**src/rtl/micro_sequencer.sv**
```systemverilog
// micro_sequencer -- programmable datapath sequencer.
//
// Steps through a loadable micro-program and, for each entry, drives the
// register-file write enables, the ALU operand selects and the ALU opcode.
// Each entry takes one FETCH cycle and one EXEC cycle.
//
// Entry format (MSB..LSB): {halt, wr, dest, srcA, srcB, op}
//
// Ports:
//   clock, Reset      rising-edge clock, asynchronous active-high reset
//   start             one-cycle pulse, starts a run at entry 0 (IDLE only)
//   stall             holds the sequencer in FETCH while high
//   last_addr         index of the final entry, sampled at start
//   prog_we/addr/data program memory write port (accepted in IDLE only)
//   repeat_cnt        extra passes over the program (SEQ_LOOP_EN builds only)
//   busy, done        run in progress / one-cycle completion pulse
//   pc                current program counter
//   regControl        one-hot register write enable (nonzero only in EXEC)
//   regACont/regBCont ALU operand register selects
//   AluOp             ALU operation
//
// Build option: define SEQ_LOOP_EN to add repeat_cnt and looped runs.

module micro_sequencer #(
   parameter int NUM_REGS   = 16,
   parameter int ALUOP_W    = 8,
   parameter int PROG_DEPTH = 16,
   localparam int SEL_W     = $clog2(NUM_REGS),
   localparam int PC_W      = $clog2(PROG_DEPTH),
   localparam int INSTR_W   = 2 + 3*SEL_W + ALUOP_W
) (
   input  logic               clock,
   input  logic               Reset,
   input  logic               start,
   input  logic               stall,
   input  logic [PC_W-1:0]    last_addr,
`ifdef SEQ_LOOP_EN
   input  logic [7:0]         repeat_cnt,
`endif
   input  logic               prog_we,
   input  logic [PC_W-1:0]    prog_addr,
   input  logic [INSTR_W-1:0] prog_data,
   output logic               busy,
   output logic               done,
   output logic [PC_W-1:0]    pc,
   output logic [NUM_REGS-1:0] regControl,
   output logic [SEL_W-1:0]   regACont,
   output logic [SEL_W-1:0]   regBCont,
   output logic [ALUOP_W-1:0] AluOp
);

   typedef enum logic [1:0] {IDLE, FETCH, EXEC, DONE} state_t;

   state_t               state_q, state_d;
   logic [PC_W-1:0]      pc_q, pc_d;
   logic [PC_W-1:0]      last_q, last_d;
   logic                 halt_q, halt_d;
   logic                 busy_q, busy_d;
   logic                 done_q, done_d;
   logic [NUM_REGS-1:0]  regctl_q, regctl_d;
   logic [SEL_W-1:0]     rega_q, rega_d;
   logic [SEL_W-1:0]     regb_q, regb_d;
   logic [ALUOP_W-1:0]   op_q, op_d;
`ifdef SEQ_LOOP_EN
   logic [7:0]           rep_q, rep_d;
`endif

   // Program memory: no reset, contents survive Reset.
   logic [INSTR_W-1:0]   mem [PROG_DEPTH];

   always_ff @(posedge clock) begin
      if (prog_we && state_q == IDLE)
         mem[prog_addr] <= prog_data;
   end

   logic [INSTR_W-1:0]   f_word;
   logic                 f_halt, f_wr;
   logic [SEL_W-1:0]     f_dest, f_srca, f_srcb;
   logic [ALUOP_W-1:0]   f_op;

   always_comb begin
      f_word = mem[pc_q];
      f_halt = f_word[INSTR_W-1];
      f_wr   = f_word[INSTR_W-2];
      f_dest = f_word[INSTR_W-3 -: SEL_W];
      f_srca = f_word[INSTR_W-3-SEL_W -: SEL_W];
      f_srcb = f_word[ALUOP_W+SEL_W-1 -: SEL_W];
      f_op   = f_word[ALUOP_W-1:0];
   end

   // Outputs are registered, so the EXEC drive values are decoded on the
   // FETCH->EXEC transition from the entry being fetched.
   always_comb begin
      state_d  = state_q;
      pc_d     = pc_q;
      last_d   = last_q;
      halt_d   = halt_q;
      busy_d   = busy_q;
      done_d   = 1'b0;
      regctl_d = '0;
      rega_d   = '0;
      regb_d   = '0;
      op_d     = '0;
`ifdef SEQ_LOOP_EN
      rep_d    = rep_q;
`endif
      case (state_q)
         IDLE: begin
            busy_d = 1'b0;
            if (start) begin
               state_d = FETCH;
               pc_d    = '0;
               last_d  = last_addr;
               busy_d  = 1'b1;
`ifdef SEQ_LOOP_EN
               rep_d   = repeat_cnt;
`endif
            end
         end
         FETCH: begin
            if (!stall) begin
               state_d = EXEC;
               halt_d  = f_halt;
               for (int unsigned i = 0; i < NUM_REGS; i++)
                  regctl_d[i] = f_wr && (f_dest == SEL_W'(i));
               rega_d  = f_srca;
               regb_d  = f_srcb;
               op_d    = f_op;
            end
         end
         EXEC: begin
            if (halt_q) begin
               state_d = DONE;
               done_d  = 1'b1;
            end else if (pc_q == last_q) begin
`ifdef SEQ_LOOP_EN
               if (rep_q != 8'd0) begin
                  rep_d   = rep_q - 8'd1;
                  pc_d    = '0;
                  state_d = FETCH;
               end else begin
                  state_d = DONE;
                  done_d  = 1'b1;
               end
`else
               state_d = DONE;
               done_d  = 1'b1;
`endif
            end else begin
               pc_d    = pc_q + PC_W'(1);
               state_d = FETCH;
            end
         end
         DONE: begin
            state_d = IDLE;
            busy_d  = 1'b0;
         end
         default: state_d = IDLE;
      endcase
   end

   always_ff @(posedge clock or posedge Reset) begin
      if (Reset) begin
         state_q  <= IDLE;
         pc_q     <= '0;
         last_q   <= '0;
         halt_q   <= 1'b0;
         busy_q   <= 1'b0;
         done_q   <= 1'b0;
         regctl_q <= '0;
         rega_q   <= '0;
         regb_q   <= '0;
         op_q     <= '0;
`ifdef SEQ_LOOP_EN
         rep_q    <= '0;
`endif
      end else begin
         state_q  <= state_d;
         pc_q     <= pc_d;
         last_q   <= last_d;
         halt_q   <= halt_d;
         busy_q   <= busy_d;
         done_q   <= done_d;
         regctl_q <= regctl_d;
         rega_q   <= rega_d;
         regb_q   <= regb_d;
         op_q     <= op_d;
`ifdef SEQ_LOOP_EN
         rep_q    <= rep_d;
`endif
      end
   end

   assign busy       = busy_q;
   assign done       = done_q;
   assign pc         = pc_q;
   assign regControl = regctl_q;
   assign regACont   = rega_q;
   assign regBCont   = regb_q;
   assign AluOp      = op_q;

endmodule
```
**config.mk**
```make
export PLATFORM = sky130hd
export DESIGN_NAME = micro_sequencer
export DESIGN_NICKNAME = d
export VERILOG_FILES = /design/src/rtl/micro_sequencer.sv
export SDC_FILE = /design/constraint.sdc
export NUM_CORES = 1
export LEC_CHECK = 0
export ABC_AREA = 1
export ABC_CLOCK_PERIOD_IN_PS = 2800
export BUFFER_PORTS_ARGS = -buffer_cell sky130_fd_sc_hd__buf_2
export CORE_UTILIZATION = 61
export CTS_CLUSTER_DIAMETER = 80
export DETAILED_ROUTE_END_ITERATION = 7
export PLACE_DENSITY = 0.88
export SLEW_MARGIN = 5
export SYNTH_ARGS = -nofsm -noshare
export SYNTH_HDL_FRONTEND = slang
export SYNTH_SLANG_ARGS = --single-unit
```
**constraint.sdc**
```tcl
create_clock -name clock -period 2.8 [get_ports clock]
set_input_delay 0.7 -clock clock [delete_from_list [all_inputs] [get_ports clock]]
set_output_delay 0.7 -clock clock [all_outputs]
set_load 0.02 [all_outputs]
```
==> metrics.csv <==
stage,metric,value,unit
run_status,status,completed,
final_layout,"commonest cells after routing, fill and taps aside","edfxtp_1, nor2_1, o21ai_0",
worst_setup_path,critical path buffer and inverter count,2,
sta,Final Hold Fails,0,
routing,DR pass1 iterations,6,
worst_setup_path,Critical Path Slowest Stage Cell,dfrtp_4,
power_and_ir_drop,VDD IR-drop max,0.000560,V
final_layout,share of layout cells above drive strength 1,16.3,%
final_layout,"most common cell after layout, fill and taps aside",edfxtp_1,
place,DP Area,16500,sq um
die,# IOs,73,
die,die footprint,26300,sq um
routing,Detailed Route Iter0 Violations,1790,
place,PortBufs,72,
routing,Routed wire per std cell,23.6,um
clocking,H-tree Lvls,2,
worst_setup_path,CP Cell Sequence,buf_12 > buf_2,
clocking,CTS tree,built,
die,Core Region,25200,sq um
power_and_ir_drop,part of the power in registers,48.3,%
synth,Yosys top cell area share,67.5,%
grt,initial antenna violation count,1,
synth,synthesized flop and latch total,397,
synth,distinct cell type count after synthesis,30,
place,Placer Congestion,0.850,
worst_setup_path,type of the worst setup path,flip-flop to primary output,
grt,largest net degree at the start of global routing,106,
sta,final setup fails,0,
worst_setup_path,Worst Path Required,2.10,ns
sta,RSZ-0062 raised after global routing,no,
die,Site Rows,58,
routing,routed wire length,39.9,mm
power_and_ir_drop,combinational share of power,16.6,%
synth,yosys warns,0,
routing,routed vias,10838,
sta,Tightest Pin Transition,0.808,ns
power_and_ir_drop,Internal,0.0102,W
final_layout,# nets final,1368,
sta,max_slew headroom,46.1,%
sta,Sum Neg Setup Slack,0,ns
grt,Global Route Usage Sum,30.9,%
worst_setup_path,Startpoint Class,flip-flop,
synth,sequential-to-total area share from yosys stat,74.6,%
grt,number of global-route vias before repair,10611,
sta,worst hold slack,0.301,ns
worst_setup_path,maximum fanout along the worst path,105,
power_and_ir_drop,sw frac,27.9,%
power_and_ir_drop,Clk pwr share,35.1,%
sta,f_max,389,MHz
grt,GRT overflow,0,
clocking,latest clock arrival within the worst-skew pair,0.53,ns
synth,Synth Cell Area,15700,sq um
clocking,Num Clock Sinks,397,
min_path,Hold WC Path Type,primary input to async pin,
synth,Syn Area/Cell,12.7,sq um
final_layout,Area Growth Syn to Fin,13.2,%
synth,largest area contributor in the synthesized netlist,edfxtp_1,
sta,setup ws final,0.227,ns
routing,routed vias/inst,6.41,
clocking,cts bufs inserted,37,
clocking,post-CTS setup buffer count,0,
worst_setup_path,worst path arrival time,1.87,ns
clocking,maximum clock insertion buffer count,3,
worst_setup_path,Reg2Reg Setup Slack,0.35,ns
routing,Final ANT Viol Nets,0,
clocking,Worst-path clk slew,0.06,ns
run,max-cap violations,0,
place,pre-CTS setup slack,0.563,ns
worst_setup_path,"delay-heaviest family, CP",buffers and inverters,
power_and_ir_drop,Leakage,6.44,nW
synth,Synth area leaders,"edfxtp_1, dfrtp_1, nor2_1",
power_and_ir_drop,pwr dens,793,nW/um^2
power_and_ir_drop,sw power,0.00392,W
worst_setup_path,crit end category,primary output,
clocking,Hold Buf Count CTS,0,
die,initial core utilization,62.2,%
place,placed wire-length estimate,21.9,mm
clocking,clk root buf,clkbuf_16,
final_layout,"Design Area, Final",17700,sq um
sta,minimum clock period,2.57,ns
synth,Syn Nets,1276,
grt,global-route wire length before repair,60.2,mm
die,Die Span Y,162,um
synth,Gate Count Post-Synth,1236,
sta,final-report max-slew violation count,0,
worst_setup_path,CP max stage delay,0.65,ns
sta,fin crit share,91.9,%
die,DIE WIDTH,162,um
clocking,post-CTS sizing,0,
sta,clock skew,0.0170,ns
routing,drt drc,0,
-- cells by family (layout without fill, tap and decap cells) --
family,count (synthesis),after routing,share of synthesized area [%]
compound gates,257,257,9.22
xor+xnor,4,4,0.224
fa+ha+maj,5,5,0.399
buf+inv,104,225,3.35
flops,397,397,74.6
mux,4,4,0.287
other cells,0,3,0
simple gates,465,465,11.9
-- worst paths after layout --
path,start,to,cells after the start
setup reg to reg,pc[0]$_DFFE_PP0P_,AluOp[6]$_DFF_PP0_,7
hold / removal,Reset,regBCont[3]$_DFF_PP0_,2
max in group asynchronous,Reset,regControl[7]$_DFF_PP0_,3
setup / recovery,pc[0]$_DFFE_PP0P_,pc[0],2
hold reg to reg,busy$_DFFE_PP0P_,busy$_DFFE_PP0P_,2
min in group clock,last_addr[1],last_q[1]$_DFFE_PP0P_,2
-- metrics by stage --
stage | total power, W | util, % | std cells
final | 0.0141 | 70.5 | 1690
after global routing | 0.0145 | 70.4 | 1688
after CTS | 0.0140 | 70.4 | 1687
after detailed placement | 0.00914 | 65.7 | 1619
after global placement | 0.00901 | 65.7 | 1619
after floorplan | 0.00849 | - | 1236
-- power by group through the flow --
stage                     registers, W  clock network, W  logic (W)
after CTS                      0.00679           0.00495    0.00229
after floorplan                0.00696                 0    0.00153
after detailed placement       0.00692                 0    0.00222
final                          0.00680           0.00494    0.00234
after global routing           0.00681           0.00517    0.00254
after global placement         0.00690                 0    0.00211
-- state kept, by name (all words and copies together), names as in the netlist --
register / flops
AluOp: 8
done: 1
state_q: 2
last_q: 4
busy: 1
halt_q: 1
regACont: 4
regBCont: 4
mem: 352
pc: 4
regControl: 16
-- layout make-up --
cell class / instances / area (sq um)
multi-input combinational: 735 / 3490
antenna: 3 / 7.51
clock inverter: 15 / 111
tap: 330 / 413
clock buffer: 53 / 1090
inverter: 34 / 130
fill: 1467 / 7440
sequential: 397 / 11700
timing repair buffer: 123 / 806
-- synth_stat cells --
master    number
a21boi_0       1
a21oi_1       35
buf_1          4
buf_2         23
buf_4         10
buf_6          9
clkbuf_1      24
dfrtp_1       45
edfxtp_1     352
ha_1           5
inv_1         32
inv_2          2
mux2_2         4
nand2_1      126
nand2_2        7
nand3_1       55
nand3b_1       1
nand4_1        1
nor2_1       268
nor2_2         1
nor2_4         1
nor3_1         2
nor3_2         1
o211ai_1      59
o21ai_0      151
o21ai_1        5
o22ai_1        5
o31ai_1        1
or2_2          2
xnor2_1        4
-- metal layers --
layer  vias to the layer above  global-route usage [%]  part of all wire [%]
li1                       4582                       -                     -
met1                      5133                    40.3                    35
met2                       920                    49.0                    48
met3                       203                    6.03                    12
met4                         0                    17.9                   5.8
met5                         -                       0                     0
(Power assumes the default switching activity.)
